<file path="config.mk">
export PLATFORM = sky130hd
export DESIGN_NAME = tmds_decoder
export DESIGN_NICKNAME = d
export VERILOG_FILES = /design/src/rtl/tmds_decoder.sv
export SDC_FILE = /design/constraint.sdc
export NUM_CORES = 1
export LEC_CHECK = 0
export BUFFER_PORTS_ARGS = -buffer_cell sky130_fd_sc_hd__buf_2
export CELL_PAD_IN_SITES_DETAIL_PLACEMENT = 1
export CELL_PAD_IN_SITES_GLOBAL_PLACEMENT = 2
export CORE_ASPECT_RATIO = 0.75
export CORE_UTILIZATION = 39
export CTS_CLUSTER_SIZE = 12
export DETAILED_ROUTE_END_ITERATION = 6
export GPL_ROUTABILITY_DRIVEN = 0
export PLACE_DENSITY = 0.76
export RECOVER_POWER = 50
export SETUP_SLACK_MARGIN = 0.02
export SLEW_MARGIN = 20
export SYNTH_ARGS = -nofsm -noshare
export SYNTH_HDL_FRONTEND = slang
export SYNTH_SLANG_ARGS = --single-unit
</file>
<file path="constraint.sdc">
create_clock -name i_clk -period 2.8 [get_ports i_clk]
set_input_delay 0.56 -clock i_clk [delete_from_list [all_inputs] [get_ports i_clk]]
set_output_delay 0.56 -clock i_clk [all_outputs]
set_load 0.03 [all_outputs]
</file>
<file path="src/rtl/tmds_decoder.sv">
// TMDS receive decoder: 10b symbol to 8b pixel or 2b control code,
// with control-token word alignment that requests deserialiser bitslips.
module tmds_decoder #(
  parameter int CTRL_RUN     = 8,
  parameter int SEARCH_LIMIT = 1024,
  parameter int SLIP_HOLDOFF = 8,
  parameter int LOCK_TIMEOUT = 4096
) (
  input  logic       i_clk,
  input  logic       i_rst,
  input  logic [9:0] i_tmds,
  output logic [7:0] o_pixel,
  output logic [1:0] o_ctrl,
  output logic       o_de,
  output logic       o_locked,
  output logic       o_bitslip
);

  localparam int RW = $clog2(CTRL_RUN + 1);
  localparam int WW = $clog2(SEARCH_LIMIT + 1);
  localparam int HW = $clog2(SLIP_HOLDOFF + 1);
  localparam int TW = $clog2(LOCK_TIMEOUT + 1);

  localparam logic [RW-1:0] RUN_LAST  = RW'(CTRL_RUN - 1);
  localparam logic [WW-1:0] WIN_LAST  = WW'(SEARCH_LIMIT - 1);
  localparam logic [HW-1:0] HOLD_LAST = HW'(SLIP_HOLDOFF - 1);
  localparam logic [TW-1:0] TO_LAST   = TW'(LOCK_TIMEOUT - 1);

  typedef enum logic [1:0] {
    SEARCH,
    SLIP_WAIT,
    LOCKED
  } state_t;

  state_t        state, state_n;
  logic [9:0]    sym_r;
  logic          is_tok;
  logic [1:0]    code;
  logic [7:0]    d;
  logic [7:0]    q;
  logic [RW-1:0] run_cnt, run_n;
  logic [WW-1:0] win_cnt, win_n;
  logic [HW-1:0] hold_cnt, hold_n;
  logic [TW-1:0] to_cnt, to_n;
  logic          locked_n;
  logic          bitslip_n;

  // Stage 1: capture the raw symbol from the deserialiser
  always_ff @(posedge i_clk or posedge i_rst) begin
    if (i_rst) sym_r <= '0;
    else       sym_r <= i_tmds;
  end

  // Control token recognition on the registered symbol
  always_comb begin
    is_tok = 1'b1;
    code   = 2'b00;
    unique case (sym_r)
      10'h354: code = 2'b00;
      10'h0AB: code = 2'b01;
      10'h154: code = 2'b10;
      10'h2AB: code = 2'b11;
      default: is_tok = 1'b0;
    endcase
  end

  // Undo the optional inversion, then the XOR/XNOR transition chain
  always_comb begin
    d    = sym_r[9] ? ~sym_r[7:0] : sym_r[7:0];
    q    = '0;
    q[0] = d[0];
    for (int n = 1; n < 8; n++) begin
      q[n] = sym_r[8] ? (d[n] ^ d[n-1]) : ~(d[n] ^ d[n-1]);
    end
  end

  // Stage 2: register decoded outputs; video only flagged once aligned
  always_ff @(posedge i_clk or posedge i_rst) begin
    if (i_rst) begin
      o_pixel <= '0;
      o_ctrl  <= '0;
      o_de    <= 1'b0;
    end else if (is_tok) begin
      o_ctrl <= code;
      o_de   <= 1'b0;
    end else begin
      o_pixel <= q;
      o_de    <= o_locked;
    end
  end

  // Alignment state, counters and registered lock/bitslip outputs
  always_ff @(posedge i_clk or posedge i_rst) begin
    if (i_rst) begin
      state     <= SEARCH;
      run_cnt   <= '0;
      win_cnt   <= '0;
      hold_cnt  <= '0;
      to_cnt    <= '0;
      o_locked  <= 1'b0;
      o_bitslip <= 1'b0;
    end else begin
      state     <= state_n;
      run_cnt   <= run_n;
      win_cnt   <= win_n;
      hold_cnt  <= hold_n;
      to_cnt    <= to_n;
      o_locked  <= locked_n;
      o_bitslip <= bitslip_n;
    end
  end

  // Next-state logic; a completed token run wins over a window expiry
  always_comb begin
    state_n   = state;
    run_n     = run_cnt;
    win_n     = win_cnt;
    hold_n    = hold_cnt;
    to_n      = to_cnt;
    bitslip_n = 1'b0;
    unique case (state)
      SEARCH: begin
        if (is_tok && run_cnt == RUN_LAST) begin
          state_n = LOCKED;
          run_n   = '0;
          win_n   = '0;
          to_n    = '0;
        end else if (win_cnt == WIN_LAST) begin
          state_n   = SLIP_WAIT;
          bitslip_n = 1'b1;
          run_n     = '0;
          win_n     = '0;
          hold_n    = '0;
        end else begin
          run_n = is_tok ? run_cnt + 1'b1 : '0;
          win_n = win_cnt + 1'b1;
        end
      end
      SLIP_WAIT: begin
        if (hold_cnt == HOLD_LAST) begin
          state_n = SEARCH;
          hold_n  = '0;
          run_n   = '0;
          win_n   = '0;
        end else begin
          hold_n = hold_cnt + 1'b1;
        end
      end
      LOCKED: begin
        if (is_tok) begin
          to_n = '0;
        end else if (to_cnt == TO_LAST) begin
          state_n = SEARCH;
          to_n    = '0;
          run_n   = '0;
          win_n   = '0;
        end else begin
          to_n = to_cnt + 1'b1;
        end
      end
      default: begin
        state_n = SEARCH;
        run_n   = '0;
        win_n   = '0;
        hold_n  = '0;
        to_n    = '0;
      end
    endcase
    locked_n = (state_n == LOCKED);
  end

endmodule

</file>
==> out/results.ini <==
[critical_path]
critical_path_buf_inv_count = 0
cp.depth = 6
critPathMaxFanout = 8
arrival_ns = 2.52
cpPeakStageDelay_ns = 0.44
critical_path_class = reg2reg
rrSetupSlack_ns = 0.50
reg2reg_depth = 6
start_kind = flip-flop
worstPathRequired_ns = 3.02
cpLargestDelayFamily = simple AND/OR/NAND/NOR gates
rr_endpoint = win_cnt[5]
rr_startpoint = win_cnt[0]
cp-startpoint = win_cnt[0]
crit_slowest_cell = or3_1
crit_path_cell_trace = ha_1 > nand3_1 > or3_1 > nand2_1 > nor2_1 > a221o_2
endpoint = win_cnt[5]
endpoint_kind = flip-flop

[timing]
clock_skew_ns = 0.009102
timing.slew.headroom = -0.03465
finalSetupTns_ns = 0
maxSlewViolCount = 29
hold_viol = 0
fin_crit_ns = 2.299
worstMarginPinSlew_ns = 1.552
max_freq_mhz = 435.0
final-setup-viol-count = 0
period_share = 0.8210
rsz0062_at_grt = no

[power_and_ir_drop]
p_int_uw = 1442
p_total_uw = 1893
p_comb_frac = 0.072
pwr-share-clk = 0.468
peakVddDrop_v = 0.0002995
p_leak_uw = 0.001611
seq_power_share = 0.461
p_sw_uw = 450.4
switching_share = 0.2380
pwr_density_cell_nw_per_um2 = 568.4

[run]
cap_violations = 1

[finish]
drive_above_1_share = 0.2336
nFillCells = 783
diodes = 0
syn2layout_area_growth_pct = 14.70
nNetsFinal = 323

[die]
dieArea_sq_um = 7796
start_util = 0.4150
io_pins = 25
rows = 26
dieWidth_microns = 101.6
core_sq_um = 6994
dieHeight_microns = 76.72

[yosys]
avgSynthCellArea_sq_um = 10.83
synthArstFlopShare = 1.000
synthFlopType = dfrtp_1
syn_area_sq_um = 2903
synth_area_leaders = dfrtp_1 (49%), ha_1 (5.2%), nand2_1 (3.1%)
syn_inst = 268
synth_top_area_frac = 0.4914
synth_common_cells = dfrtp_1 (57), nand2_1 (24), nor2_1 (15)
yosys.area.top_type = dfrtp_1
synth.most_common_cell = dfrtp_1
ys_ff_latch = 57
seq_area_frac_synth = 0.4914
synth_cell_types = 54
ys_warn_count = 0
syn_nets = 292
synth_edf_count = 0

[global_routing]
grt_max_degree = 29
globalRoute.totalOverflow = 0
grt_use_total = 0.1799
grt_pass1_wl_microns = 10660
antenna_found_initial = 0
grt_pass1_vias = 2212

[clock_network]
ctsHoldBuffers = 0
clk_pin_slew_ns = 0.07
clkSinkCount = 57
cts_resized = 0
htreeDepth = 3
cts_root_buffer = clkbuf_8
cts_setup_buffers = 0
cts_buffer_depth = 2
numCtsBuffers = 9
worstSkewPairLatency_ns = 0.35
cts_tree = yes

[placed_design]
hpwlAfterDp_microns = 4515
numPortBuffers = 24

[drt]
drc_errors = 0
wl_per_cell_microns = 15.42
drtIter0Drc = 75
drt_first_pass_iters = 4
num_vias = 2109
via_per_inst = 5.246
finalWirelength_microns = 6199
ant_nets = 0

[run_status]
status = complete, but fails checks
violations = capacitance limit, slew limit

[min_path]
hold_path.class = in2async

## worst min-delay path by stage
stage,end,slack [ns],cells after the start
after global routing,to_cnt[3],0.22,2
after floorplan,o_ctrl[1],0.46,1
after CTS,to_cnt[3],0.12,2
after global placement,o_pixel[3],0.46,2
after detailed placement,o_pixel[4],0.47,2
final,to_cnt[3],0.18,2
## per-layer routing
layer | track usage | wire [microns] | part of all wire
met4 | 0.07246 | 91 | 0.015
met3 | 0.05196 | 186 | 0.030
met5 | 0 | 0 | 0
met1 | 0.2472 | 3175 | 0.51
met2 | 0.2649 | 2746 | 0.44
## logic make-up after synthesis
logic type	Yosys count	share of synthesized area
and+or+nand+nor	111	0.2224
DFF	57	0.4914
AOI/OAI and AO/OA	52	0.1401
buffers and inverters	17	0.03319
xor gates and xnor gates	14	0.04224
adders and majority gates	12	0.05172
muxes	5	0.01896
## flip-flops by register name, summed over array words and instances (netlist names)
name	flops
o_pixel	8
win_cnt	11
run_cnt	4
sym_r	10
o_de	1
to_cnt	13
state	2
o_ctrl	2
hold_cnt	4
o_locked	1
o_bitslip	1
## layout by cell type (no fill, tap or decap), types with 5 or more instances in the layout
master,n
nor3_1,11
nor2_1,15
dfrtp_1,57
or2_2,5
o21ai_0,11
clkbuf_8,11
nand3_1,7
xnor2_1,10
nand2_1,24
a21oi_1,5
inv_1,10
nand4_1,6
ha_1,12
buf_2,23
a22o_2,5
and3_1,13
a211o_1,9
## power groups by stage
stage               sequential (uW)  combinational, uW  clock [uW]
global route                    876                150         948
detailed placement              888                142           0
floorplan                       925               53.9           0
finish                          872                136         885
global placement                887                140           0
CTS                             872                142         907
## per-stage QoR
stage / util / setup slack (ns) / hold slack, ns / instances / area [sq um]
2_1_floorplan: - / 0.8168 / 0.4643 / 268 / 2903
3_3_place_gp: 0.4445 / 0.5623 / 0.4595 / 386 / 3109
3_5_place_dp: 0.4445 / 0.4947 / 0.4719 / 386 / 3109
4_1_cts: 0.4773 / 0.4970 / 0.1193 / 402 / 3338
5_1_grt: 0.4760 / 0.2926 / 0.2194 / 402 / 3329
6_report: 0.4760 / 0.5012 / 0.1818 / 402 / 3329
## cell type report
cell class,instances,area [sq um],share of cell area
flip-flops and latches,57,1426,0.4284
multi-input cells,194,1380,0.4145
clock buffers,11,151.4,0.04547
inverters,10,37.54,0.01127
repair buffers,27,133.9,0.04021
clock inverters,5,77.57,0.02330
well taps,98,122.6,0.03683
Power figures use the tool's default switching activity.
